===== config.mk =====
export PLATFORM = sky130hd
export DESIGN_NAME = bldc_commutator_flat
export DESIGN_NICKNAME = d
export VERILOG_FILES = /design/src/rtl/bldc_commutator_pkg.sv /design/src/rtl/bldc_commutator_if.sv /design/src/rtl/bldc_commutator_hall_filter.sv /design/src/rtl/bldc_commutator.sv /design/src/flat_wrapper.sv
export SDC_FILE = /design/constraint.sdc
export NUM_CORES = 1
export LEC_CHECK = 0
export CORE_MARGIN = 2
export CORE_UTILIZATION = 35
export CTS_BUF_LIST = sky130_fd_sc_hd__clkbuf_4
export CTS_CLUSTER_DIAMETER = 120
export CTS_CLUSTER_SIZE = 24
export DETAILED_ROUTE_END_ITERATION = 6
export MAX_ROUTING_LAYER = met4
export PLACE_DENSITY = 0.64
export SYNTH_ARGS = -nofsm -noshare
export SYNTH_HDL_FRONTEND = slang
export SYNTH_SLANG_ARGS = --single-unit

===== constraint.sdc =====
create_clock -name clock -period 3.47 [get_ports clock]
set_input_delay 0.694 -clock clock [delete_from_list [all_inputs] [get_ports clock]]
set_output_delay 0.694 -clock clock [all_outputs]
set_load 0.1 [all_outputs]

===== src/rtl/bldc_commutator_pkg.sv =====
// bldc_commutator_pkg: state encodings, hall-code constants, phase select codes and the commutation table
package bldc_commutator_pkg;

    typedef enum logic [1:0] {ST_IDLE, ST_RUN, ST_COAST, ST_FAULT} state_t;

    typedef enum logic [1:0] {SEL_FLOAT, SEL_HIGH, SEL_LOW} phase_sel_t;

    typedef struct packed {
        phase_sel_t c;
        phase_sel_t b;
        phase_sel_t a;
    } comm_row_t;

    localparam logic [2:0] HALL_ALL_LOW  = 3'b000;
    localparam logic [2:0] HALL_ALL_HIGH = 3'b111;

    localparam logic [1:0] PH_A    = 2'd0;
    localparam logic [1:0] PH_B    = 2'd1;
    localparam logic [1:0] PH_C    = 2'd2;
    localparam logic [1:0] PH_NONE = 2'd3;

    function automatic logic hall_valid(input logic [2:0] code);
        return code != HALL_ALL_LOW && code != HALL_ALL_HIGH;
    endfunction

    function automatic phase_sel_t sel_for(input logic [1:0] ph, input logic [1:0] hi, input logic [1:0] lo);
        return ph == hi ? SEL_HIGH : ph == lo ? SEL_LOW : SEL_FLOAT;
    endfunction

    // Forward rows; reverse swaps the high and low phase of the same row
    function automatic comm_row_t comm_row(input logic [2:0] code, input logic fwd);
        logic [1:0] hi, lo;
        comm_row_t r;
        case (code)
            3'd1:    {hi, lo} = {PH_A, PH_B};
            3'd3:    {hi, lo} = {PH_A, PH_C};
            3'd2:    {hi, lo} = {PH_B, PH_C};
            3'd6:    {hi, lo} = {PH_B, PH_A};
            3'd4:    {hi, lo} = {PH_C, PH_A};
            3'd5:    {hi, lo} = {PH_C, PH_B};
            default: {hi, lo} = {PH_NONE, PH_NONE};
        endcase
        {hi, lo} = fwd ? {hi, lo} : {lo, hi};
        r.a = sel_for(PH_A, hi, lo);
        r.b = sel_for(PH_B, hi, lo);
        r.c = sel_for(PH_C, hi, lo);
        return r;
    endfunction

endpackage


===== src/rtl/bldc_commutator_if.sv =====
// bldc_commutator_if: motor command inputs, raw halls and phase-driver/status outputs
interface bldc_commutator_if #(parameter int DUTY_WIDTH = 10);

    logic                  enable;
    logic                  direction;
    logic                  brake;
    logic [DUTY_WIDTH-1:0] duty_cmd;
    logic [2:0]            hall;
    logic [DUTY_WIDTH-1:0] duty_a;
    logic [DUTY_WIDTH-1:0] duty_b;
    logic [DUTY_WIDTH-1:0] duty_c;
    logic                  high_z_a;
    logic                  high_z_b;
    logic                  high_z_c;
    logic                  hall_fault;
    logic                  stall_fault;
    logic [15:0]           comm_count;

    modport master (
        output enable, direction, brake, duty_cmd, hall,
        input  duty_a, duty_b, duty_c, high_z_a, high_z_b, high_z_c,
               hall_fault, stall_fault, comm_count
    );

    modport slave (
        input  enable, direction, brake, duty_cmd, hall,
        output duty_a, duty_b, duty_c, high_z_a, high_z_b, high_z_c,
               hall_fault, stall_fault, comm_count
    );

endinterface


===== src/rtl/bldc_commutator_hall_filter.sv =====
// bldc_commutator_hall_filter: 2-FF hall synchronizer plus debounce; emits accepted code and a change strobe
module bldc_commutator_hall_filter #(
    parameter int HALL_FILTER = 16
) (
    input  logic       clock,
    input  logic       reset_n,
    input  logic [2:0] hall,
    output logic [2:0] code,
    output logic       accept
);

    localparam int CW = $clog2(HALL_FILTER + 1);

    logic [2:0]    sync1, sync2, cand;
    logic [CW-1:0] cnt;
    logic          take;

    assign take = cnt == CW'(HALL_FILTER) && cand != code;

    // two-flop synchronizer for the asynchronous hall lines
    always_ff @(posedge clock or negedge reset_n) begin
        if (!reset_n) begin
            sync1 <= '0;
            sync2 <= '0;
        end else begin
            sync1 <= hall;
            sync2 <= sync1;
        end
    end

    // track the run length of the current sample and publish it once it has held long enough
    always_ff @(posedge clock or negedge reset_n) begin
        if (!reset_n) begin
            cand   <= '0;
            cnt    <= '0;
            code   <= '0;
            accept <= 1'b0;
        end else begin
            cand   <= sync2;
            cnt    <= sync2 != cand ? CW'(1) : cnt == CW'(HALL_FILTER) ? cnt : cnt + 1'b1;
            code   <= take ? cand : code;
            accept <= take;
        end
    end

endmodule


===== src/rtl/bldc_commutator.sv =====
// bldc_commutator: six-step BLDC commutation sequencer; DUTY_SLEW_EN adds a duty slew limiter
module bldc_commutator
    import bldc_commutator_pkg::*;
#(
    parameter int DUTY_WIDTH   = 10,
    parameter int HALL_FILTER  = 16,
    parameter int STALL_CYCLES = 2**20,
    parameter int COAST_CYCLES = 1024
`ifdef DUTY_SLEW_EN
    ,
    parameter int SLEW_DIV     = 256,
    parameter int SLEW_STEP    = 1
`endif
) (
    input logic              clock,
    input logic              reset_n,
    bldc_commutator_if.slave bus
);

    localparam int SW  = $clog2(STALL_CYCLES + 1);
    localparam int CCW = $clog2(COAST_CYCLES + 1);

    state_t                state, state_nxt;
    logic [2:0]            code;
    logic                  accept;
    logic                  dir_q, toggle;
    logic [SW-1:0]         stall_cnt;
    logic                  stall_hit;
    logic [CCW-1:0]        coast_cnt;
    logic                  coast_done;
    logic [DUTY_WIDTH-1:0] duty_app;
    logic                  set_hall, set_stall;
    comm_row_t             row;
    logic                  run, drive;
    logic [DUTY_WIDTH-1:0] da_n, db_n, dc_n;
    logic [2:0]            hz_n;

    bldc_commutator_hall_filter #(.HALL_FILTER(HALL_FILTER)) u_hall_filter (
        .clock  (clock),
        .reset_n(reset_n),
        .hall   (bus.hall),
        .code   (code),
        .accept (accept)
    );

    assign toggle     = bus.direction != dir_q;
    assign stall_hit  = stall_cnt == SW'(STALL_CYCLES);
    assign coast_done = coast_cnt == CCW'(COAST_CYCLES - 1);

    // sequencer next state; enable=0 wins, then faults, then direction reversal
    always_comb begin
        state_nxt = state;
        set_hall  = 1'b0;
        set_stall = 1'b0;
        if (!bus.enable)
            state_nxt = ST_IDLE;
        else
            case (state)
                ST_IDLE: begin
                    state_nxt = hall_valid(code) ? ST_RUN : ST_FAULT;
                    set_hall  = !hall_valid(code);
                end
                ST_RUN: begin
                    set_hall  = !hall_valid(code);
                    set_stall = hall_valid(code) && stall_hit;
                    state_nxt = set_hall || set_stall ? ST_FAULT : toggle ? ST_COAST : ST_RUN;
                end
                ST_COAST: begin
                    set_hall  = !hall_valid(code);
                    state_nxt = set_hall ? ST_FAULT : coast_done ? ST_RUN : ST_COAST;
                end
                default: state_nxt = ST_FAULT;
            endcase
    end

    // state, timers, latched faults and commutation counter
    always_ff @(posedge clock or negedge reset_n) begin
        if (!reset_n) begin
            state           <= ST_IDLE;
            dir_q           <= 1'b0;
            stall_cnt       <= '0;
            coast_cnt       <= '0;
            bus.hall_fault  <= 1'b0;
            bus.stall_fault <= 1'b0;
            bus.comm_count  <= '0;
        end else begin
            state           <= state_nxt;
            dir_q           <= bus.direction;
            stall_cnt       <= state != ST_RUN || accept || duty_app == '0 || bus.brake ? '0 :
                               stall_hit ? stall_cnt : stall_cnt + 1'b1;
            coast_cnt       <= state == ST_COAST ? coast_cnt + 1'b1 : '0;
            bus.hall_fault  <= bus.enable && (bus.hall_fault || set_hall);
            bus.stall_fault <= bus.enable && (bus.stall_fault || set_stall);
            bus.comm_count  <= accept && (state == ST_RUN || state == ST_COAST) ? bus.comm_count + 1'b1 : bus.comm_count;
        end
    end

`ifdef DUTY_SLEW_EN
    localparam int DIVW = $clog2(SLEW_DIV + 1);

    logic [DIVW-1:0]       div_cnt;
    logic [DUTY_WIDTH-1:0] step, up_gap, dn_gap, slew_nxt;

    assign step     = DUTY_WIDTH'(SLEW_STEP);
    assign up_gap   = bus.duty_cmd - duty_app;
    assign dn_gap   = duty_app - bus.duty_cmd;
    assign slew_nxt = bus.duty_cmd > duty_app ? (up_gap > step ? duty_app + step : bus.duty_cmd) :
                                                (dn_gap > step ? duty_app - step : bus.duty_cmd);

    // applied duty ramps toward the command in RUN and is held at zero elsewhere
    always_ff @(posedge clock or negedge reset_n) begin
        if (!reset_n) begin
            div_cnt  <= '0;
            duty_app <= '0;
        end else if (state != ST_RUN) begin
            div_cnt  <= '0;
            duty_app <= '0;
        end else begin
            div_cnt  <= div_cnt == DIVW'(SLEW_DIV - 1) ? '0 : div_cnt + 1'b1;
            duty_app <= div_cnt == DIVW'(SLEW_DIV - 1) ? slew_nxt : duty_app;
        end
    end
`else
    // applied duty is the command delayed by one clock
    always_ff @(posedge clock or negedge reset_n) begin
        if (!reset_n)
            duty_app <= '0;
        else
            duty_app <= bus.duty_cmd;
    end
`endif

    // phase drive for the state being entered, so drive and state change on the same edge
    always_comb begin
        row   = comm_row(code, bus.direction);
        run   = state_nxt == ST_RUN;
        drive = run && !bus.brake;
        da_n  = drive && row.a == SEL_HIGH ? duty_app : '0;
        db_n  = drive && row.b == SEL_HIGH ? duty_app : '0;
        dc_n  = drive && row.c == SEL_HIGH ? duty_app : '0;
        hz_n  = {!run || (drive && row.c == SEL_FLOAT),
                 !run || (drive && row.b == SEL_FLOAT),
                 !run || (drive && row.a == SEL_FLOAT)};
    end

    // registered phase-driver outputs
    always_ff @(posedge clock or negedge reset_n) begin
        if (!reset_n) begin
            bus.duty_a   <= '0;
            bus.duty_b   <= '0;
            bus.duty_c   <= '0;
            bus.high_z_a <= 1'b1;
            bus.high_z_b <= 1'b1;
            bus.high_z_c <= 1'b1;
        end else begin
            bus.duty_a   <= da_n;
            bus.duty_b   <= db_n;
            bus.duty_c   <= dc_n;
            bus.high_z_a <= hz_n[0];
            bus.high_z_b <= hz_n[1];
            bus.high_z_c <= hz_n[2];
        end
    end

endmodule

===== src/flat_wrapper.sv =====
// flat-port wrapper written by rule: the top's interface ports become plain ports
module bldc_commutator_flat import bldc_commutator_pkg::*;
#(
    parameter int DUTY_WIDTH   = 10,
    parameter int HALL_FILTER  = 16,
    parameter int STALL_CYCLES = 2**20,
    parameter int COAST_CYCLES = 1024

)
  (clock, reset_n, bus_enable, bus_direction, bus_brake, bus_duty_cmd, bus_hall, bus_duty_a, bus_duty_b, bus_duty_c, bus_high_z_a, bus_high_z_b, bus_high_z_c, bus_hall_fault, bus_stall_fault, bus_comm_count);
  bldc_commutator_if #(.DUTY_WIDTH(DUTY_WIDTH)) bus_i ();
  input logic clock;
  input logic reset_n;
  input wire logic [$bits(bus_i.enable)-1:0] bus_enable;
  input wire logic [$bits(bus_i.direction)-1:0] bus_direction;
  input wire logic [$bits(bus_i.brake)-1:0] bus_brake;
  input wire logic [$bits(bus_i.duty_cmd)-1:0] bus_duty_cmd;
  input wire logic [$bits(bus_i.hall)-1:0] bus_hall;
  output wire logic [$bits(bus_i.duty_a)-1:0] bus_duty_a;
  output wire logic [$bits(bus_i.duty_b)-1:0] bus_duty_b;
  output wire logic [$bits(bus_i.duty_c)-1:0] bus_duty_c;
  output wire logic [$bits(bus_i.high_z_a)-1:0] bus_high_z_a;
  output wire logic [$bits(bus_i.high_z_b)-1:0] bus_high_z_b;
  output wire logic [$bits(bus_i.high_z_c)-1:0] bus_high_z_c;
  output wire logic [$bits(bus_i.hall_fault)-1:0] bus_hall_fault;
  output wire logic [$bits(bus_i.stall_fault)-1:0] bus_stall_fault;
  output wire logic [$bits(bus_i.comm_count)-1:0] bus_comm_count;
  assign bus_i.enable = bus_enable;
  assign bus_i.direction = bus_direction;
  assign bus_i.brake = bus_brake;
  assign bus_i.duty_cmd = bus_duty_cmd;
  assign bus_i.hall = bus_hall;
  assign bus_duty_a = bus_i.duty_a;
  assign bus_duty_b = bus_i.duty_b;
  assign bus_duty_c = bus_i.duty_c;
  assign bus_high_z_a = bus_i.high_z_a;
  assign bus_high_z_b = bus_i.high_z_b;
  assign bus_high_z_c = bus_i.high_z_c;
  assign bus_hall_fault = bus_i.hall_fault;
  assign bus_stall_fault = bus_i.stall_fault;
  assign bus_comm_count = bus_i.comm_count;
  bldc_commutator #(.DUTY_WIDTH(DUTY_WIDTH), .HALL_FILTER(HALL_FILTER), .STALL_CYCLES(STALL_CYCLES), .COAST_CYCLES(COAST_CYCLES)) u_core (.clock(clock), .reset_n(reset_n), .bus(bus_i));
endmodule

==> results of run 1 <==
[state kept, by name, summed over array words and instances (netlist names), 5 cells and up]
| name | count |
|---|---|
| u_core.bus.comm_count | 16 |
| u_core.bus.duty_a | 10 |
| u_core.bus.duty_b | 10 |
| u_core.bus.duty_c | 10 |
| u_core.coast_cnt | 11 |
| u_core.duty_app | 10 |
| u_core.stall_cnt | 21 |
| u_core.u_hall_filter.cnt | 5 |
[final cells by class]
class / instances / area (µm²) / share of cell area [%]
Multi-Input combinational cell: 283 / 1851 / 31.18
Timing Repair Buffer: 71 / 673.1 / 11.34
Sequential cell: 114 / 2856 / 48.12
Clock buffer: 18 / 135.1 / 2.277
Clock inverter: 14 / 163.9 / 2.761
Tap cell: 176 / 220.2 / 3.710
Inverter: 9 / 33.78 / 0.5691
Antenna cell: 1 / 2.502 / 0.04216
[cell usage after synthesis, types with 9 or more instances]
cell     count  area, µm²
inv_1        9      33.78
dfrtp_1    111       2778
nand3_1     21      105.1
xor2_1      22      192.7
xnor2_1     27      236.5
or3_1        9      56.30
nor2_1      33      123.9
o21ai_0     12      60.06
nand2_1     27      101.4
ha_1        11      137.6
nor4_1      35      219.0
nand4_1     12      75.07
[cell usage in the layout (no fill, tap or decap), drive strengths merged, types with 2 or more instances in the layout]
cell type      synthesis  final
clkbuf                 8     18
or4                    5      5
nor3                   9      9
nor2                  33     33
nand2                 27     27
and4                   3      3
nor3b                  2      2
and2                   8      8
and3                   6      6
or3                    9      9
a21oi                  8      8
clkdlybuf4s50          0     51
nor2b                  7      7
ha                    11     11
xor2                  22     22
clkinv                 0      5
dfrtp                111    111
nand4                 13     13
nor4                  35     35
dfstp                  3      3
o21ai                 12     12
mux2                   4      4
buf                    9     20
bufinv                 0      3
inv                    9     10
clkinvlp               0      5
nor4b                  3      3
nand2b                 2      2
mux2i                  2      2
nand3                 21     21
a21boi                 5      5
xnor2                 27     27
[layer usage]
metal	track usage, %	vias up
li1	-	1641
met1	17.75	1700
met2	25.74	59
met3	4.073	16
met4	7.328	0
met5	-	-
[cells by family (layout without fill, tap and decap cells)]
family,after synthesis,after routing,synth area share [%]
buffers and inverters,26,112,2.765
xor gates and xnor gates,49,49,8.865
and+or+nand+nor,187,187,21.43
DFF,114,114,59.01
muxes,6,6,1.344
adders and majority gates,11,11,2.843
other,0,1,0
AOI/OAI and AO/OA,30,30,3.748
[through the flow]
| step | total power (µW) | std cells | hold WS, ns | instance area [µm²] |
|---|---|---|---|---|
| after floorplan | 1658 | 423 | 0.3312 | 4841 |
| after global placement | 1721 | 653 | 0.3426 | 5634 |
| after detailed placement | 1730 | 653 | 0.3364 | 5634 |
| after CTS | 2753 | 685 | 0.2627 | 5933 |
| after global routing | 2848 | 686 | 0.2885 | 5936 |
| final | 2717 | 686 | 0.2591 | 5936 |
[power by group through the flow]
stage               clock network [µW]  registers (µW)  logic (µW)
floorplan                            0            1440         215
global placement                     0            1410         309
detailed placement                   0            1410         318
CTS                               1050            1390         318
global route                      1100            1390         352
finish                            1010            1390         316
[final timing paths]
kind	startpoint	to	slack, ns	depth (start not counted)
setup reg to reg	u_core.coast_cnt[0]$_DFF_PN0_	u_core.bus.duty_b[5]$_DFF_PN0_	0.81	7
setup / recovery	u_core.bus.comm_count[11]$_DFFE_PN0P_	bus_comm_count[11]	0.69	1
hold / removal	reset_n	u_core.duty_app[4]$_DFF_PN0_	0.26	1
min in group clock	u_core.u_hall_filter.sync1[1]$_DFF_PN0_	u_core.u_hall_filter.sync2[1]$_DFF_PN0_	0.37	0
hold reg to reg	u_core.u_hall_filter.sync1[1]$_DFF_PN0_	u_core.u_hall_filter.sync2[1]$_DFF_PN0_	0.37	0
max in group asynchronous	reset_n	u_core.bus.comm_count[15]$_DFFE_PN0P_	2.49	2
==> results.py, run 1 <==
metrics = {
    "global_route": {
        "grt_use_total_pct": 15.58,
        "grt_overflow": 0,
        "grt_max_degree": 70,
        "grt_pass1_wl_um": 17210,
        "grt_pass1_vias": 3510,
        "antenna_found_initial": 1,
    },
    "worst_setup_path": {
        "worstPathRequired_ns": 2.78,
        "path_max_fanout": 4,
        "critical-path-max-stage-delay_ns": 1.15,
        "critical_path.top_delay_family": "buffers and inverters",
        "path_cells": "clkdlybuf4s50_1",
        "cp-start-kind": "register",
        "worst-endpoint-arrival_ns": 2.09,
        "worstSetupEndpointType": "output port",
        "path_buf_inv": 1,
        "crit_slowest_cell": "clkdlybuf4s50_1",
        "path_class": "register to output port",
    },
    "clocking": {
        "clkLatencyLatePin_ns": 0.54,
        "cts_root_buf": "clkbuf_4",
        "cts_buffers": 17,
        "clock_sinks": 114,
        "h-tree-depth": 4,
        "ctsHoldBuffers": 0,
        "cts-resized-gates": 0,
        "path_clk_slew_ns": 0.10,
        "post-cts-setup-buffers": 0,
        "cts_tree": "built",
        "clock_path_buffers": 2,
    },
    "pwr": {
        "p_leak_uw": 0.002529,
        "p_per_area_nw_per_um2": 457.7,
        "seq_power_share_pct": 51.0,
        "p_int_uw": 1956,
        "switching_share_pct": 28.01,
        "p_switching_uw": 761.1,
        "combPwrFrac_pct": 11.6,
        "peakVddDrop_uv": 356.7,
        "power_frac_clock_pct": 37.3,
    },
    "drt": {
        "drtIter0Drc": 118,
        "wire_per_inst_um": 14.89,
        "highest_layer": "met4",
        "wl_met2_um": 5381,
        "ant_nets": 0,
        "drt-vias-per-instance": 4.980,
        "drtPass1Iterations": 4,
        "wl_met3_um": 342,
        "drc_errors": 0,
        "vias": 3416,
        "drt-met1-wl_um": 4320,
        "drt-total-wl_um": 10220,
    },
    "die": {
        "die-height_um": 121.6,
        "initial_core_util_pct": 36.13,
        "pin_count": 69,
        "die_w_um": 121.6,
        "row_count": 42,
        "core_area_um2": 13400,
        "dieArea_um2": 14790,
    },
    "yosys": {
        "yosysUniqueCellTypes": 43,
        "synth_edf_count": 0,
        "postSynthCellCount": 423,
        "seq_area_frac_synth_pct": 59.01,
        "synth_area_um2": 4841,
        "synth_ff_type": "dfrtp_1",
        "ys_warn_count": 0,
        "syn_avg_cell_area_um2": 11.44,
        "ys_ff_latch": 114,
        "syn_nets": 452,
        "synthArstFlopShare_pct": 100.0,
    },
    "place": {
        "place_hpwl_um": 7294,
        "port_buffers": 68,
        "pre_cts_slack_ns": 0.3882,
        "gp_congestion": 0.7810,
    },
    "timing": {
        "period_share_pct": 80.14,
        "final-hold-violation-count": 0,
        "tns_ns": 0,
        "tightestPinTransition_ns": 1.004,
        "finClkSkew_ns": 0.01885,
        "fin_ws_ns": 0.6891,
        "rsz0062_at_grt": "no",
        "slew_viol_final": 0,
        "setup_viol": 0,
        "min_period_ns": 2.781,
        "max_freq_ghz": 0.3596,
        "slew_headroom_pct": 32.87,
    },
    "run": {
        "cap_viol_max_count": 0,
    },
    "run_status": {
        "outcome": "complete, no violations",
    },
    "final_layout": {
        "fillCellCount": 1267,
        "layout-drive-gt1-share_pct": 12.38,
        "syn_to_final_growth_pct": 22.62,
        "nets": 525,
        "utilization_pct": 44.30,
    },
    "min_path": {
        "hold_class": "primary input to asynchronous set/reset pin",
    },
}
Power figures use the tool's default switching activity.
==> run 2: changes to the inputs <==
--- a/config.mk
+++ b/config.mk
@@ -12,7 +12,7 @@
 export CTS_CLUSTER_SIZE = 24
 export DETAILED_ROUTE_END_ITERATION = 6
 export MAX_ROUTING_LAYER = met4
-export PLACE_DENSITY = 0.64
+export PLACE_DENSITY = 0.66
 export SYNTH_ARGS = -nofsm -noshare
 export SYNTH_HDL_FRONTEND = slang
 export SYNTH_SLANG_ARGS = --single-unit
==> constraint.sdc (replaced) <==
create_clock -name clock -period 2.44 [get_ports clock]
set_input_delay 0.488 -clock clock [delete_from_list [all_inputs] [get_ports clock]]
set_output_delay 0.488 -clock clock [all_outputs]
set_load 0.1 [all_outputs]
==> run 2 against run 1 <==
Setup slack got worse by 0.56 ns; sequential power up 42%; die area stayed put; wire length is 0.82% lower; register-to-register slack got worse by 0.68 ns; flip-flop and latch count unchanged; non-clock buffer count grew 14; final cell count is 2.0% higher; final area up 1.1%; via count shrank 0.29%; clock skew down 0.0027 ns; hold slack improved by 0.098 ns; largest cell class unchanged; highest routed layer unchanged.
==> results.py, run 2 (same netlist as run 1, synthesis figures left out) <==
metrics = {
    "drt": {
        "drtIter0Drc": 144,
        "drt-total-wl_um": 10130,
        "wire_per_inst_um": 14.48,
        "drt-vias-per-instance": 4.866,
        "drtPass1Iterations": 4,
        "drc_errors": 0,
        "ant_nets": 0,
        "vias": 3406,
    },
    "run_status": {
        "outcome": "complete, no violations",
    },
    "final_layout": {
        "largest-register": "u_core.stall_cnt",
        "seq_area_um2": 2856,
        "instances_no_fill": 700,
        "layout-drive-gt1-share_pct": 22.56,
        "syn_to_final_growth_pct": 23.96,
        "nets": 539,
        "multi_input_area_um2": 1897,
        "mostFrequentLayoutCell": "dfrtp_1",
        "layout_common_cells": "111 x dfrtp_1, 66 x buf_4, 33 x nor2_1",
        "largest_registers": "u_core.stall_cnt x21, u_core.bus.comm_count x16, u_core.coast_cnt x11",
        "fillCellCount": 1247,
        "largest_register_ffs": 21,
    },
    "place": {
        "placedCellCount": 665,
        "pre_cts_slack_ns": -0.07778,
        "place_hpwl_um": 7093,
        "gp_congestion": 0.8308,
        "port_buffers": 68,
    },
    "die": {
        "initial_core_util_pct": 36.13,
        "row_count": 42,
        "die_w_um": 121.6,
        "pin_count": 69,
        "dieArea_um2": 14790,
        "core_area_um2": 13400,
        "die-height_um": 121.6,
    },
    "clocking": {
        "cts_buffers": 17,
        "clock_path_buffers": 2,
        "cts_root_buf": "clkbuf_4",
        "cts_tree": "built",
        "path_clk_slew_ns": 0.10,
        "h-tree-depth": 4,
        "clock_sinks": 114,
        "clkLatencyLatePin_ns": 0.54,
    },
    "worst_setup_path": {
        "crit_end": "u_core.bus.high_z_c$_DFF_PN1_",
        "worstSetupEndpointType": "register",
        "reg2reg_from": "u_core.coast_cnt[0]$_DFF_PN0_",
        "reg2reg_to": "u_core.bus.high_z_c$_DFF_PN1_",
        "worst-endpoint-arrival_ns": 2.77,
        "r2r.worst_path.cells": 6,
        "path_max_fanout": 27,
        "cp-start-kind": "register",
        "crit_start": "u_core.coast_cnt[0]$_DFF_PN0_",
        "reg2reg_slack_ns": 0.13,
        "worstPathRequired_ns": 2.90,
        "path_class": "register to register",
    },
    "timing": {
        "slew_viol_final": 0,
        "final-hold-violation-count": 0,
        "fin_ws_ns": 0.1262,
        "max_freq_ghz": 0.4322,
        "period_share_pct": 94.83,
        "setup_viol": 0,
        "min_period_ns": 2.314,
        "finClkSkew_ns": 0.01610,
        "slew_headroom_pct": 27.70,
        "tns_ns": 0,
        "tightestPinTransition_ns": 1.085,
    },
    "pwr": {
        "peakVddDrop_uv": 503.1,
        "p_per_area_nw_per_um2": 649.8,
        "power_uw": 3899,
        "p_leak_uw": 0.002675,
    },
    "global_route": {
        "grt_overflow": 0,
        "grt_pass1_vias": 3471,
        "antenna_found_initial": 1,
        "grt_pass1_wl_um": 16930,
        "grt_max_degree": 75,
        "grt_use_total_pct": 15.44,
    },
    "min_path": {
        "hold_class": "register to register",
    },
    "run": {
        "cap_viol_max_count": 0,
    },
}
## run 2: changes by cell type in the layout (fill, tap and decap cells not counted), sizes merged
cell           change
clkbuf             -1
clkinv             +3
dlygate4sd3        +1
buf               +48
clkdlybuf4s50     -35
clkinvlp           -2
## run 2: final cells by class
cell class	count	area share, %
flip-flops and latches	114	47.60
clock buffers	17	2.127
repair buffers	85	11.61
diodes	1	0.04170
multi-input cells	283	31.61
well taps	176	3.670
clock inverters	15	2.773
inverters	9	0.5630
## run 2: where the power goes
part           total (µW)  switching, µW  internal (µW)
clock network        1430            728            700
registers            1970           36.8           1930
logic                 500            336            163
total                3900           1100           2800
## run 2: what timing repair did
item | CTS | global route
endpoints found under the setup margin | 0 | 33
hold endpoints to repair | 71 | 0
gates resized for setup | 0 | 9
setup buffers | 0 | 1
hold buffers | 1 | 0
## run 2: how the worst min path moves through the flow
stage,start,end,slack (ns),cells after the start
5_1_grt,bus_hall[1],u_core.u_hall_filter.sync1[1]$_DFF_PN0_,0.34,1
2_1_floorplan,reset_n,u_core.bus.comm_count[0]$_DFFE_PN0P_,0.19,0
4_1_cts,bus_hall[1],u_core.u_hall_filter.sync1[1]$_DFF_PN0_,0.33,1
6_report,u_core.u_hall_filter.sync1[2]$_DFF_PN0_,u_core.u_hall_filter.sync2[2]$_DFF_PN0_,0.36,0
3_3_place_gp,u_core.u_hall_filter.sync1[2]$_DFF_PN0_,u_core.u_hall_filter.sync2[2]$_DFF_PN0_,0.34,0
3_5_place_dp,u_core.u_hall_filter.sync1[0]$_DFF_PN0_,u_core.u_hall_filter.sync2[0]$_DFF_PN0_,0.34,0
## run 2: per-layer routing
layer / part of all wire, % / up-vias / track usage [%]
met2: 51 / 58 / 24.44
li1: - / 1664 / -
met1: 43 / 1672 / 18.69
met4: 1.5 / 0 / 6.394
met3: 3.6 / 12 / 4.354
met5: 0 / - / -
## run 2: metrics by stage
| stage | hold WS, ns | area [µm²] | util, % |
|---|---|---|---|
| 6_report | 0.3571 | 6001 | 44.78 |
| 3_5_place_dp | 0.3371 | 5637 | 42.06 |
| 5_1_grt | 0.3408 | 6001 | 44.78 |
| 4_1_cts | 0.3333 | 5941 | 44.33 |
| 3_3_place_gp | 0.3362 | 5637 | 42.06 |
| 2_1_floorplan | 0.1924 | 4841 | - |
## run 2: worst max-delay path, cell delays in order (launching register included)
cell and delay [ns]:
dfrtp_1 0.41, ha_2 0.23, nand4_1 0.15, or4b_1 0.55
o2111a_2 0.30, nor2b_4 0.22, or3_1 0.39
==> run 3: changes to the inputs <==
--- a/config.mk
+++ b/config.mk
@@ -5,6 +5,7 @@
 export SDC_FILE = /design/constraint.sdc
 export NUM_CORES = 1
 export LEC_CHECK = 0
+export ABC_AREA = 1
 export CORE_MARGIN = 2
 export CORE_UTILIZATION = 35
 export CTS_BUF_LIST = sky130_fd_sc_hd__clkbuf_4
==> run 3 against run 2 <==
Critical path depth rose by 4; die area is 0.45% higher; clock skew is 0.0024 ns higher; largest power group unchanged.
==> results.py, run 3 <==
metrics = {
    "pwr": {
        "power_uw": 3520,
        "peakVddDrop_uv": 316.2,
        "p_leak_uw": 0.002888,
        "p_per_area_nw_per_um2": 596.1,
    },
    "timing": {
        "final-hold-violation-count": 0,
        "slew_viol_final": 0,
        "tightestPinTransition_ns": 0.4529,
        "finClkSkew_ns": 0.01854,
        "slew_headroom_pct": 69.80,
        "min_period_ns": 2.103,
        "tns_ns": 0,
        "max_freq_ghz": 0.4754,
        "rsz0062_at_grt": "no",
        "period_share_pct": 86.20,
        "setup_viol": 0,
    },
    "final_layout": {
        "mostFrequentLayoutCell": "dfrtp_1",
        "n_antenna_cell": 0,
        "largest-register": "u_core.stall_cnt",
        "syn_to_final_growth_pct": 21.40,
        "largest_registers": "u_core.stall_cnt x21, u_core.bus.comm_count x16, u_core.coast_cnt x11",
        "layout-drive-gt1-share_pct": 19.66,
        "layout_common_cells": "111 x dfrtp_1, 72 x nor2_1, 68 x inv_1",
        "nets": 613,
        "largest_register_ffs": 21,
        "utilization_pct": 43.04,
    },
    "yosys": {
        "seq_area_frac_synth_pct": 58.73,
        "synth_commonest_cells": "111 x dfrtp_1, 72 x nor2_1, 68 x inv_1",
        "yosysUniqueCellTypes": 38,
        "synth_top_family_by_area": "simple AND/OR/NAND/NOR gates",
        "synth_ff_type": "dfrtp_1",
        "yosys.area_share.xor_xnor_pct": 4.862,
        "yosys.area_share.simple_pct": 21.15,
        "syn_avg_cell_area_um2": 9.825,
        "synth_area_um2": 4863,
        "synth_most_common_cell": "dfrtp_1",
        "synth_area_leaders": "dfrtp_1 57%, nor2_1 5.6%, inv_1 5.2%",
        "syn_nets": 524,
        "yosys.area.top_type": "dfrtp_1",
        "synthArstFlopShare_pct": 100.0,
        "postSynthCellCount": 495,
        "synth-compound-area-share_pct": 6.432,
        "synth_edf_count": 0,
        "synthMuxAreaShare_pct": 0.2315,
        "synth_top_area_share_pct": 57.11,
        "synth_adder_area_share_pct": 2.830,
        "ys_ff_latch": 114,
        "ys_warn_count": 0,
    },
    "worst_setup_path": {
        "cp-start-kind": "register",
        "path_cells": "inv_1 > ha_1 > nand3_1 > nor2_1 > nand3_1 > nor2_1 > nand3_1 > nor2_1 > nand2_1 > xnor2_1",
        "path_max_fanout": 4,
        "worst-endpoint-arrival_ns": 2.49,
        "crit_slowest_cell": "dfrtp_1",
        "worstSetupEndpointType": "register",
        "reg2reg_slack_ns": 0.34,
        "critical-path-max-stage-delay_ns": 0.41,
        "path_class": "register to register",
        "worstPathRequired_ns": 2.82,
    },
    "run": {
        "cap_viol_max_count": 0,
    },
    "drt": {
        "drt-total-wl_um": 9461,
        "drtPass1Iterations": 4,
        "wire_per_inst_um": 12.21,
        "drtIter0Drc": 180,
        "vias": 3541,
        "ant_nets": 0,
        "drt-vias-per-instance": 4.569,
        "drc_errors": 0,
    },
    "die": {
        "initial_core_util_pct": 35.45,
        "pin_count": 69,
        "die-height_um": 121.9,
        "die_w_um": 121.9,
        "row_count": 43,
        "dieArea_um2": 14850,
        "core_area_um2": 13720,
    },
    "clocking": {
        "h-tree-depth": 4,
        "path_clk_slew_ns": 0.10,
        "clock_sinks": 114,
        "clkLatencyLatePin_ns": 0.49,
        "cts_root_buf": "clkbuf_4",
        "cts_tree": "built",
        "cts_buffers": 17,
        "post-cts-setup-buffers": 0,
        "clock_path_buffers": 2,
    },
    "global_route": {
        "grt_use_total_pct": 14.33,
        "grt_max_degree": 49,
        "grt_overflow": 0,
        "grt_pass1_vias": 3476,
        "antenna_found_initial": 0,
        "grt_pass1_wl_um": 16130,
    },
    "place": {
        "place_hpwl_um": 7036,
        "gp_congestion": 0.8483,
        "port_buffers": 68,
    },
    "run_status": {
        "outcome": "complete, no violations",
    },
    "min_path": {
        "hold_class": "register to register",
    },
}
==> run 3: cell types whose count changed after synthesis, moves of 6 or more <==
cell | before | now
nor4_1 | 35 | 3
inv_1 | 9 | 68
xor2_1 | 22 | 11
xnor2_1 | 27 | 16
o21ai_1 | 0 | 8
nor3_1 | 8 | 15
clkbuf_1 | 8 | 0
a21oi_1 | 8 | 25
nand2_1 | 27 | 66
nor2b_1 | 6 | 0
nor2_1 | 33 | 72
or3_1 | 9 | 0
and2_1 | 8 | 0
==> run 3: report_power, final <==
part           internal, µW  leakage (µW)  total [µW]  switching (µW)
clock                   491      0.000127        1160             667
sequential             1940       0.00152        1970            29.9
combinational           125       0.00124         395             270
==> run 3: final cells by class <==
cell class	instances	area (µm²)
fill	1338	7815
sequential	114	2856
multi-input combinational	307	1727
timing repair buffer	72	595.6
inverter	72	270.3
tap	180	225.2
clock buffer	18	135.1
clock inverter	12	95.09
==> run 3: kinds of logic (layout without fill, tap and decap cells) <==
logic type	Yosys count	after routing
AOI/OAI and AO/OA	58	58
adders and majority gates	11	11
xor gates and xnor gates	27	27
muxes	1	1
DFF	114	114
buffers and inverters	74	174
and+or+nand+nor	210	210
==> run 3: path summary, 6_finish.rpt <==
kind                                                         startpoint                                       to  cells after the start
worst max-delay path                          u_core.state[0]$_DFF_PN0_    u_core.bus.comm_count[14]$_DFFE_PN0P_                     10
min in group asynchronous                                       reset_n           u_core.bus.duty_b[1]$_DFF_PN0_                      2
worst min-delay path            u_core.u_hall_filter.sync1[0]$_DFF_PN0_  u_core.u_hall_filter.sync2[0]$_DFF_PN0_                      0
worst min register to register  u_core.u_hall_filter.sync1[0]$_DFF_PN0_  u_core.u_hall_filter.sync2[0]$_DFF_PN0_                      0
worst max register to register                u_core.state[0]$_DFF_PN0_    u_core.bus.comm_count[14]$_DFFE_PN0P_                     10
max in group asynchronous                                       reset_n     u_core.bus.comm_count[3]$_DFFE_PN0P_                      3
==> run 3: worst max-delay path: cells and delay by family, from the launching register on <==
family	cells	cell delay (ns)
adder cells (fa/ha/maj)	1	0.30
buffers and inverters	1	0.08
flip-flops	1	0.41
XOR/XNOR	1	0.13
AND/OR/NAND/NOR	7	1.08
==> run 3: metal layers <==
| metal | share of wire [%] | wire, µm | GRT usage (%) | up-vias |
|---|---|---|---|---|
| li1 | - | - | - | 1763 |
| met2 | 50 | 4740 | 23.11 | 64 |
| met4 | 0.47 | 44 | 4.095 | 0 |
| met5 | 0 | 0 | - | - |
| met1 | 45 | 4289 | 17.50 | 1712 |
| met3 | 4.1 | 386 | 4.354 | 2 |
==> run 3: repair_timing <==
| action | 4_1_cts | 5_1_grt |
|---|---|---|
| hold buffers | 1 | 0 |
| gates resized for setup | 0 | 0 |
| endpoints found under the hold margin | 34 | 0 |
==> run 3: per-stage QoR <==
stage / cell area, µm² / hold WS [ns] / setup slack (ns) / cells
2_1_floorplan: 4863 / 0.1924 / 0.01941 / 495
3_3_place_gp: 5664 / 0.3320 / 0.3909 / 744
3_5_place_dp: 5664 / 0.3347 / 0.3250 / 744
4_1_cts: 5904 / 0.3559 / 0.3092 / 775
5_1_grt: 5904 / 0.3647 / 0.09858 / 775
6_report: 5904 / 0.3540 / 0.3367 / 775
